**src/rtl/irq_source_regs_pkg.sv**
```systemverilog
// irq_source_regs_pkg: register offsets, field sizes and bus helpers shared by
// the IRQ source block, the interrupt controller and drivers.
package irq_source_regs_pkg;

    localparam logic [3:0] REG_PEND = 4'h0;
    localparam logic [3:0] REG_EN   = 4'h1;
    localparam logic [3:0] REG_MODE = 4'h2;
    localparam logic [3:0] REG_LVL0 = 4'h4;
    localparam int LVL_W      = 3;
    localparam int NUM_LEVELS = 7;

    typedef enum logic {ST_IDLE, ST_ACK} bus_state_e;

    function automatic logic [31:0] wb_merge(input logic [31:0] old, input logic [31:0] wdat,
                                             input logic [3:0] sel);
        logic [31:0] m;
        m = {{8{sel[3]}}, {8{sel[2]}}, {8{sel[1]}}, {8{sel[0]}}};
        return (old & ~m) | (wdat & m);
    endfunction

endpackage

```
**src/rtl/irq_source_regs_if.sv**
```systemverilog
// irq_source_regs_if: classic Wishbone single-cycle slave port of the IRQ source block.
interface irq_source_regs_if;

    logic        wb_cyc_i;
    logic        wb_stb_i;
    logic        wb_we_i;
    logic [3:0]  wb_adr_i;
    logic [3:0]  wb_sel_i;
    logic [31:0] wb_dat_i;
    logic [31:0] wb_dat_o;
    logic        wb_ack_o;

    modport master (output wb_cyc_i, wb_stb_i, wb_we_i, wb_adr_i, wb_sel_i, wb_dat_i,
                    input  wb_dat_o, wb_ack_o);
    modport slave  (input  wb_cyc_i, wb_stb_i, wb_we_i, wb_adr_i, wb_sel_i, wb_dat_i,
                    output wb_dat_o, wb_ack_o);

endinterface

```
**src/rtl/irq_source_regs_sync.sv**
```systemverilog
// irq_sync: per-bit STAGES-deep synchroniser, one extra delay stage and a
// registered rising-edge pulse, so edge and level paths share the same latency.
module irq_sync #(
    parameter int W      = 1,
    parameter int STAGES = 2
) (
    input  logic         wb_clk_i,
    input  logic         wb_reset_n_i,
    input  logic [W-1:0] d,
    output logic [W-1:0] s_d,
    output logic [W-1:0] rise
);

    logic [STAGES-1:0][W-1:0] chain;

    always_ff @(posedge wb_clk_i or negedge wb_reset_n_i) begin
        if (!wb_reset_n_i) begin
            chain <= '0;
            s_d   <= '0;
            rise  <= '0;
        end else begin
            chain <= {chain[STAGES-2:0], d};
            s_d   <= chain[STAGES-1];
            rise  <= chain[STAGES-1] & ~s_d;
        end
    end

endmodule

```
**src/rtl/irq_source_regs.sv**
```systemverilog
// irq_source_regs: Wishbone register file collecting N_SRC IRQ lines into
// seven registered level requests for the interrupt controller.
module irq_source_regs
    import irq_source_regs_pkg::*;
#(
    parameter int N_SRC       = 16,
    parameter int SYNC_STAGES = 2
) (
    input  logic                  wb_clk_i,
    input  logic                  wb_reset_n_i,
    irq_source_regs_if.slave      wb,
    input  logic [N_SRC-1:0]      irq_i,
    output logic [NUM_LEVELS-1:0] int_o
);

    bus_state_e                   state_q, state_d;
    logic                         req, wr;
    logic [N_SRC-1:0]             pend_q, en_q, mode_q, pend_d, clr, s_d, rise;
    logic [N_SRC-1:0][LVL_W-1:0]  lvl_q;
    logic [127:0]                 lvl_flat;
    logic [6:0]                   lvl_base;
    logic [31:0]                  rdata;
    logic [NUM_LEVELS-1:0]        int_d;

    irq_sync #(.W(N_SRC), .STAGES(SYNC_STAGES)) u_sync (
        .wb_clk_i     (wb_clk_i),
        .wb_reset_n_i (wb_reset_n_i),
        .d            (irq_i),
        .s_d          (s_d),
        .rise         (rise)
    );

    // ack is high for exactly the one cycle spent in ST_ACK
    always_comb begin
        req     = wb.wb_cyc_i && wb.wb_stb_i && state_q == ST_IDLE;
        wr      = req && wb.wb_we_i;
        state_d = req ? ST_ACK : ST_IDLE;
    end

    assign wb.wb_ack_o = state_q == ST_ACK;

    always_comb begin
        lvl_flat = '0;
        for (int n = 0; n < N_SRC; n++) lvl_flat[4 * n +: LVL_W] = lvl_q[n];
    end

    always_comb begin
        lvl_base = {wb.wb_adr_i[1:0], 5'b0};
        clr      = (wr && wb.wb_adr_i == REG_PEND) ? N_SRC'(wb_merge('0, wb.wb_dat_i, wb.wb_sel_i)) : '0;
        // a new edge wins over a same-cycle W1C so no edge is lost
        pend_d   = (mode_q & ((pend_q & ~clr) | rise)) | (~mode_q & s_d);
        rdata    = wb.wb_adr_i == REG_PEND ? 32'(pend_q) :
                   wb.wb_adr_i == REG_EN   ? 32'(en_q) :
                   wb.wb_adr_i == REG_MODE ? 32'(mode_q) :
                   wb.wb_adr_i[3:2] == REG_LVL0[3:2] ? lvl_flat[lvl_base +: 32] : '0;
    end

    always_comb begin
        int_d = '0;
        for (int k = 0; k < NUM_LEVELS; k++)
            for (int n = 0; n < N_SRC; n++)
                int_d[k] = int_d[k] | (pend_q[n] & en_q[n] & (lvl_q[n] == LVL_W'(k + 1)));
    end

    always_ff @(posedge wb_clk_i or negedge wb_reset_n_i) begin
        if (!wb_reset_n_i) begin
            state_q     <= ST_IDLE;
            wb.wb_dat_o <= '0;
            pend_q      <= '0;
            en_q        <= '0;
            mode_q      <= '0;
            lvl_q       <= '0;
            int_o       <= '0;
        end else begin
            state_q     <= state_d;
            wb.wb_dat_o <= req ? rdata : '0;
            pend_q      <= pend_d;
            int_o       <= int_d;
            if (wr && wb.wb_adr_i == REG_EN)
                en_q <= N_SRC'(wb_merge(32'(en_q), wb.wb_dat_i, wb.wb_sel_i));
            if (wr && wb.wb_adr_i == REG_MODE)
                mode_q <= N_SRC'(wb_merge(32'(mode_q), wb.wb_dat_i, wb.wb_sel_i));
            for (int n = 0; n < N_SRC; n++)
                if (wr && wb.wb_adr_i[3:2] == REG_LVL0[3:2] && wb.wb_adr_i[1:0] == 2'(n / 8)
                    && wb.wb_sel_i[(n % 8) / 2])
                    lvl_q[n] <= wb.wb_dat_i[4 * (n % 8) +: LVL_W];
        end
    end

endmodule
```
**src/flat_wrapper.sv**
```systemverilog
// flat-port wrapper written by rule: the top's interface ports become plain ports
module irq_source_regs_flat import irq_source_regs_pkg::*;
#(
    parameter int N_SRC       = 16,
    parameter int SYNC_STAGES = 2
)
  (wb_clk_i, wb_reset_n_i, irq_i, int_o, wb_wb_cyc_i, wb_wb_stb_i, wb_wb_we_i, wb_wb_adr_i, wb_wb_sel_i, wb_wb_dat_i, wb_wb_dat_o, wb_wb_ack_o);
  irq_source_regs_if wb_i ();
  input  logic wb_clk_i;
  input  logic wb_reset_n_i;
  input  logic [N_SRC-1:0] irq_i;
  output logic [NUM_LEVELS-1:0] int_o;
  input wire logic [$bits(wb_i.wb_cyc_i)-1:0] wb_wb_cyc_i;
  input wire logic [$bits(wb_i.wb_stb_i)-1:0] wb_wb_stb_i;
  input wire logic [$bits(wb_i.wb_we_i)-1:0] wb_wb_we_i;
  input wire logic [$bits(wb_i.wb_adr_i)-1:0] wb_wb_adr_i;
  input wire logic [$bits(wb_i.wb_sel_i)-1:0] wb_wb_sel_i;
  input wire logic [$bits(wb_i.wb_dat_i)-1:0] wb_wb_dat_i;
  output wire logic [$bits(wb_i.wb_dat_o)-1:0] wb_wb_dat_o;
  output wire logic [$bits(wb_i.wb_ack_o)-1:0] wb_wb_ack_o;
  assign wb_i.wb_cyc_i = wb_wb_cyc_i;
  assign wb_i.wb_stb_i = wb_wb_stb_i;
  assign wb_i.wb_we_i = wb_wb_we_i;
  assign wb_i.wb_adr_i = wb_wb_adr_i;
  assign wb_i.wb_sel_i = wb_wb_sel_i;
  assign wb_i.wb_dat_i = wb_wb_dat_i;
  assign wb_wb_dat_o = wb_i.wb_dat_o;
  assign wb_wb_ack_o = wb_i.wb_ack_o;
  irq_source_regs #(.N_SRC(N_SRC), .SYNC_STAGES(SYNC_STAGES)) u_core (.wb_clk_i(wb_clk_i), .wb_reset_n_i(wb_reset_n_i), .wb(wb_i), .irq_i(irq_i), .int_o(int_o));
endmodule
```
**config.mk**
```make
export PLATFORM = sky130hd
export DESIGN_NAME = irq_source_regs_flat
export DESIGN_NICKNAME = d
export VERILOG_FILES = /design/src/rtl/irq_source_regs_pkg.sv /design/src/rtl/irq_source_regs_if.sv /design/src/rtl/irq_source_regs_sync.sv /design/src/rtl/irq_source_regs.sv /design/src/flat_wrapper.sv
export SDC_FILE = /design/constraint.sdc
export NUM_CORES = 1
export LEC_CHECK = 0
export CELL_PAD_IN_SITES_DETAIL_PLACEMENT = 0
export CELL_PAD_IN_SITES_GLOBAL_PLACEMENT = 1
export CORE_ASPECT_RATIO = 0.9
export CORE_MARGIN = 5
export CORE_UTILIZATION = 45
export CTS_BUF_LIST = sky130_fd_sc_hd__clkbuf_4 sky130_fd_sc_hd__clkbuf_8 sky130_fd_sc_hd__clkbuf_16
export CTS_CLUSTER_DIAMETER = 40
export CTS_CLUSTER_SIZE = 8
export DETAILED_ROUTE_END_ITERATION = 6
export PLACE_DENSITY = 0.9
export REMOVE_ABC_BUFFERS = 1
export SYNTH_ARGS = -nofsm -noshare
export SYNTH_HDL_FRONTEND = slang
export SYNTH_HIERARCHICAL = 1
export SYNTH_SLANG_ARGS = --single-unit
```
**constraint.sdc**
```tcl
create_clock -name wb_clk_i -period 2.55 [get_ports wb_clk_i]
set_clock_uncertainty 0.05 [all_clocks]
set_input_delay 0.6375 -clock wb_clk_i [delete_from_list [all_inputs] [get_ports wb_clk_i]]
set_output_delay 0.6375 -clock wb_clk_i [all_outputs]
set_load 0.005 [all_outputs]
```
==> summary.txt, run 1 <==
Die
  • CORE AREA: 18300 um^2
  • Die H: 139 um
  • Die ar.: 21400 um^2
  • Cell row count: 47
  • Top Ports: 101
  • Initial Util: between 40% and 50%
  • Chip width: 154 um

Clock tree
  • Cts hold-fix bufs: 0
  • Worst-skew pair later-pin latency: roughly 0.43 ns
  • Post-CTS Setup Bufs: 0
  • Clock-pin slew on the worst setup and hold paths: 0.07 ns
  • TritonCTS buffer count: 17
  • Post_cts resized: 0
  • CTS tree: done
  • H-tree levels: 4
  • CTS root buffer: clkbuf_16
  • CTS sink count: 196
  • Clk buf depth: 2

Worst setup path
  • Worst path depth: 6
  • Crit-path slowest cell: clkdlybuf4s50_1
  • Critical path class: input port to flip-flop
  • WP buf/inv: 3
  • R2R Setup Slk: 0.55 ns
  • CP required: 2.82 ns
  • Most used cell, CP: buf_4
  • Critical Path AT: 2.51 ns
  • Crit path max-delay family: buffers and inverters
  • Critical Path Sink Type: flip-flop
  • Largest stage delay, worst path: 0.54 ns
  • Worst Setup Start Kind: input port
  • Reg2Reg Depth: 5
  • Worst-path maximum fanout: 12
  • Reg2Reg Capture Point: u_core/lvl_flat[1]
  • Worst r2r src: u_core/wb.wb_ack_o
  • Cell Chain, Critical Path: clkdlybuf4s50_1 -> buf_4 -> nor4b_4 -> buf_4 -> nand3_4 -> mux2_1

Placed design
  • Dpl hpwl: 17500 um
  • RD Place Congestion: 0.960
  • Post-DP Area: 9910 um^2
  • PortBufs: 92

Synthesis
  • Post-Syn Instances: 668
  • Post-synth top area share: 58.8%
  • Yosys reg bits: between 150 and 200
  • Post-synth ARST share: 100%
  • Most frequent cell after synthesis: dfrtp_1
  • Post-synth EDFFs: 0
  • Synth cell types: 37
  • Syn_area_per_cell: about 12 um^2
  • Synth warn: 6
  • Ys flop type: dfrtp_1
  • Register area share after synthesis: 58.8%
  • Commonest cells post-synth: dfrtp_1 (196), mux2_2 (86), a21oi_1 (45)
  • Main area contributors after synthesis: dfrtp_1 (59%), mux2_2 (12%), o22ai_1 (3.3%)
  • Netlist Area Pre-Place: 8340 um^2
  • Synth area leader: dfrtp_1

Layout
  • Final instance area: 10600 um^2
  • Post-route core utilization: 57.8%
  • Area growth, synth to finish: 26.7%
  • Nets@finish: 866
  • N_diodes: 0
  • Proportion of layout cells with a drive suffix above 1: 23.2%

Routing
  • Vias per cell: about 5.7
  • Drt first pass iters: 5
  • Met3 Wirelength: 1800 um
  • Vias post-DR: 6093
  • Metal-1 WL: roughly 10000 um
  • Highest routed metal layer: met4
  • Antenna Nets Post-Route: 0
  • Drt total wl: 23100 um
  • First-iteration detailed-routing DRC count: about 480
  • Number of remaining DRC errors: 0
  • Metal2 WL: 10400 um
  • Avg WL per Cell: 21.7 um

STA
  • Fin. Hold Viols: 0
  • Final period util: 87.9%
  • Max_slew headroom: 60.8%
  • Worst Max-Slew Pin Slew: 0.582 ns
  • Crit path time final: 2.24 ns
  • Max Slew Vio Count: 0
  • Finish-stage setup viols: 0
  • Hold_ws: between 0.1 and 0.15 ns
  • Fmax: between 400 and 500 MHz
  • RSZ-0062 raised after global routing: no

Hold path
  • Hold WC Path Type: input port to asynchronous set/reset pin

Global routing
  • First-pass GRT wire length: between 30000 and 40000 um
  • Number of global-route vias before repair: 6220
  • Antenna violations before repair: 0
  • Largest net degree at the start of global routing: 57
  • GRT Overall Usage: 22.1%
  • Gr ovfl total: 0

Power and ir drop
  • Max VDD drop: 0.000447 V
  • Pwr Density: approximately 670 nW/um^2
  • Static leakage: between 4 and 5 nW

Run
  • Max cap viols: 0

Outcome
  • Status: finished, final reports clean
layout by cell type (no fill, tap or decap), drive strengths merged:
cell type,n
clkinv,2
nand2,30
nor2b,17
a21oi,45
conb,4
nand4b,2
buf,47
a22oi,11
mux2,92
bufinv,5
or2,1
a222oi,4
nand2b,31
dfrtp,196
nor3,15
clkinvlp,1
nor4b,1
clkbuf,22
or3,1
nand4,18
o21ai,12
clkdlybuf4s50,91
mux2i,12
nand3,21
inv,6
o32ai,6
nor4bb,1
nand3b,16
a22o,12
o22ai,44
nor4,18
nor2,33
and4b,1
layer usage:
layer / track usage, % / vias to the layer above
li1: - / 2764
met1: 31.7 / 3044
met2: 33.2 / 248
met3: 5.77 / 37
met4: 7.11 / 0
met5: 0 / -
power breakdown:
group | leakage, nW | switching [mW] | internal [mW]
logic | 1.72 | 0.285 | 0.312
registers | 2.55 | 0.182 | 3.28
clock network | 0.323 | 1.17 | 1.81
total | 4.59 | 1.64 | 5.40
worst max-delay path by stage:
stage / startpoint / end / slack (ns)
final: wb_wb_adr_i[0] / flip-flop / 0.31
after floorplan: wb_wb_adr_i[1] / u_core/pend_q[15] / -0.28
after CTS: wb_wb_adr_i[0] / flip-flop / 0.33
after global placement: wb_wb_adr_i[0] / flip-flop / -0.11
after global routing: wb_wb_adr_i[0] / flip-flop / 0.19
after detailed placement: wb_wb_adr_i[0] / flip-flop / -0.13
kinds of logic (layout without fill, tap and decap cells):
group | after synthesis | count (layout) | synth area share (%)
other | 1 | 4 | 0.0450
flip-flops | 196 | 196 | 58.8
buffers and inverters | 27 | 174 | 1.59
AO/OA/AOI/OAI | 134 | 134 | 10.1
multiplexers | 104 | 104 | 13.9
AND/OR/NAND/NOR | 206 | 206 | 15.6
through the flow:
stage | setup slack, ns | power (mW) | setup TNS [ns] | cells
floorplan | -0.276 | 3.72 | -5.16 | 647
global placement | -0.114 | 4.09 | -1.35 | 1031
detailed placement | -0.131 | 4.11 | -2.80 | 1031
CTS | 0.327 | 7.08 | 0 | 1063
global route | 0.193 | 7.29 | 0 | 1063
finish | 0.309 | 7.04 | 0 | 1063
worst reg2reg max path, stage by stage (launching register included):
cell	delay, ns
dfrtp_1	0.42
nand3b_2	0.29
nor3_1	0.27
nor4bb_1	0.32
buf_4	0.20
mux2_2	0.34
area by class of cell:
class | instances | area, um^2
Clock buffer | 21 | 462
Clock inverter | 11 | 198
Tap cell | 245 | 307
Inverter | 3 | 11.3
Multi-Input combinational cell | 448 | 3320
Sequential cell | 196 | 4900
Fill cell | 1511 | 7720
Timing Repair Buffer | 139 | 1370
No activity file was read; power rests on OpenSTA's default activity.
==> inputs of run 2 (changes only) <==
Settings changed: CTS_CLUSTER_SIZE 8 to 25.
==> results of run 2 <==
The final DEF is identical to that of run 1; final timing and power are the same.
==> inputs of run 3 (changes only) <==
Settings changed: GPL_TIMING_DRIVEN set to 0, SLEW_MARGIN set to 20.
==> summary.txt, run 3 (synthesis results as in run 1) <==
Outcome
  • Status: finished, final reports clean

Layout
  • Fill cells: 1551
  • Non-Filler Instances: 1022
  • Nets@finish: 826
  • Seq. cell area: 4900 um^2
  • Proportion of layout cells with a drive suffix above 1: 20.6%
  • Most frequent cells in the layout: dfrtp_1 (196), clkdlybuf4s50_1 (89), mux2_2 (86)
  • Post-route core utilization: 55.7%
  • Area growth, synth to finish: 22.1%
  • N_diodes: 0
  • Most common cell after layout, fill and taps aside: dfrtp_1
  • Multi-input gate area: 3360 um^2

Placed design
  • RD Place Congestion: 0.942
  • Dpl ws: -1.25 ns
  • Dpl hpwl: approximately 16000 um
  • PortBufs: 92
  • Placed cell count: 991

Worst setup path
  • Worst r2r src: u_core/wb.wb_ack_o
  • Critical path class: input port to flip-flop
  • CP required: 2.85 ns
  • Cell Chain, Critical Path: clkdlybuf4s50_1 -> nor2_2 -> nand3_1 -> nor2_1
  • Critical Path AT: 2.80 ns
  • Worst-path maximum fanout: 13
  • Critical Path Sink Type: flip-flop
  • Largest stage delay, worst path: 0.75 ns
  • Worst Setup Start Kind: input port
  • Critical path origin: wb_wb_adr_i[3]
  • Crit-path slowest cell: nor2_2

Power and ir drop
  • Clock power frac: 39.9%
  • Static leakage: between 4 and 5 nW
  • Net Sw Frac: 24.3%
  • Total power: 6.68 mW
  • Sequential power share: approximately 52%
  • Max VDD drop: 0.000482 V
  • Internal Power: 5.06 mW
  • Pwr Density: roughly 660 nW/um^2
  • Combinational Power Share: 8.4%
  • Switch Pwr: between 1.5 and 2 mW

Clock tree
  • CTS tree: done
  • TritonCTS buffer count: 17
  • CTS sink count: 196
  • Worst-skew pair later-pin latency: 0.43 ns
  • CTS root buffer: clkbuf_16
  • Clock-pin slew on the worst setup and hold paths: ~0.070 ns
  • H-tree levels: 4
  • Clk buf depth: 2
  • Cts hold-fix bufs: 0

Routing
  • Antenna Nets Post-Route: 0
  • Vias post-DR: 5931
  • Vias per cell: 5.80
  • Avg WL per Cell: 21.8 um
  • Number of remaining DRC errors: 0
  • First-iteration detailed-routing DRC count: 574
  • Drt total wl: around 22000 um
  • Drt first pass iters: 5

Run
  • Max cap viols: 0

Die
  • Die H: ~140 um
  • Top Ports: 101
  • Initial Util: 45.6%
  • Cell row count: 47
  • CORE AREA: 18300 um^2
  • Chip width: 154 um
  • Die ar.: 21400 um^2

STA
  • Worst Max-Slew Pin Slew: 0.863 ns
  • Hold_ws: between 0.03 and 0.04 ns
  • Final WS setup: 0.0412 ns
  • Final period util: 98.4%
  • Crit path time final: 2.51 ns
  • Fin. Hold Viols: 0
  • RSZ-0062 raised after global routing: yes
  • Max Slew Vio Count: 0
  • Finish-stage setup viols: 0
  • Fmax: 399 MHz
  • Max_slew headroom: 42.4%

Global routing
  • Gr ovfl total: 0
  • Antenna violations before repair: 0
  • Number of global-route vias before repair: between 6000 and 7000
  • GRT Overall Usage: 21.3%
  • First-pass GRT wire length: 35200 um
  • Largest net degree at the start of global routing: 88

Hold path
  • Hold WC Path Type: input port to asynchronous set/reset pin
-- run 3: area by class of cell --
cell class | count | share of cell area [%]
clock buffers | 19 | 4.45
multi-input cells | 448 | 33.0
inverters | 3 | 0.111
clock inverters | 12 | 1.25
repair buffers | 99 | 10.1
well taps | 245 | 3.01
flip-flops and latches | 196 | 48.2
-- run 3: repair_timing --
action	4_1_cts	5_1_grt
gates resized for setup	7	5
cloned	0	0
endpoints found under the hold margin	0	0
setup buffers	0	0
pin swaps	0	1
endpoints found under the setup margin	105	29
-- run 3: final timing paths --
| check | to | slack, ns | depth (start not counted) |
|---|---|---|---|
| worst max-delay path | u_core/wb.wb_dat_o[28] | 0.04 | 4 |
| worst min-delay path | u_core/u_sync/s_d[0] | 0.04 | 1 |
| worst max register to register | u_core/lvl_flat[42] | 0.31 | 4 |
| worst min register to register | u_core/u_sync/chain[21] | 0.30 | 0 |
| max in group asynchronous | u_core/wb.wb_dat_o[26] | 1.37 | 3 |
| min in group wb_clk_i | u_core/u_sync/chain[21] | 0.30 | 0 |
-- run 3: critical path, delay by kind of cell --
kind	cells	cell delay, ns
AND/OR/NAND/NOR	3	1.54
buffers and inverters	1	0.61
-- run 3: power by group through the flow --
| stage | sequential [mW] | clock (mW) | combinational [mW] |
|---|---|---|---|
| after floorplan | 3.45 | 0 | 0.266 |
| after global placement | 3.50 | 0 | 0.535 |
| final | 3.46 | 2.66 | 0.560 |
| after detailed placement | 3.51 | 0 | 0.559 |
| after global routing | 3.48 | 2.85 | 0.614 |
| after CTS | 3.45 | 2.72 | 0.565 |
-- run 3: routing by layer --
| metal | track usage [%] | part of all wire (%) | routed length, um |
|---|---|---|---|
| met5 | 0 | 0 | 0 |
| met4 | 6.88 | 2.2 | 490 |
| met3 | 5.02 | 6.3 | 1400 |
| met2 | 31.9 | 45 | 10100 |
| met1 | 30.8 | 46 | 10200 |
-- run 3: per-stage QoR --
stage / cell area (um^2) / setup TNS, ns
after detailed placement: 9580 / -99.64
after global routing: 10200 / -0.232
after CTS: 10200 / 0
final: 10200 / 0
after global placement: 9460 / -1610.59
after floorplan: 8230 / -5.16
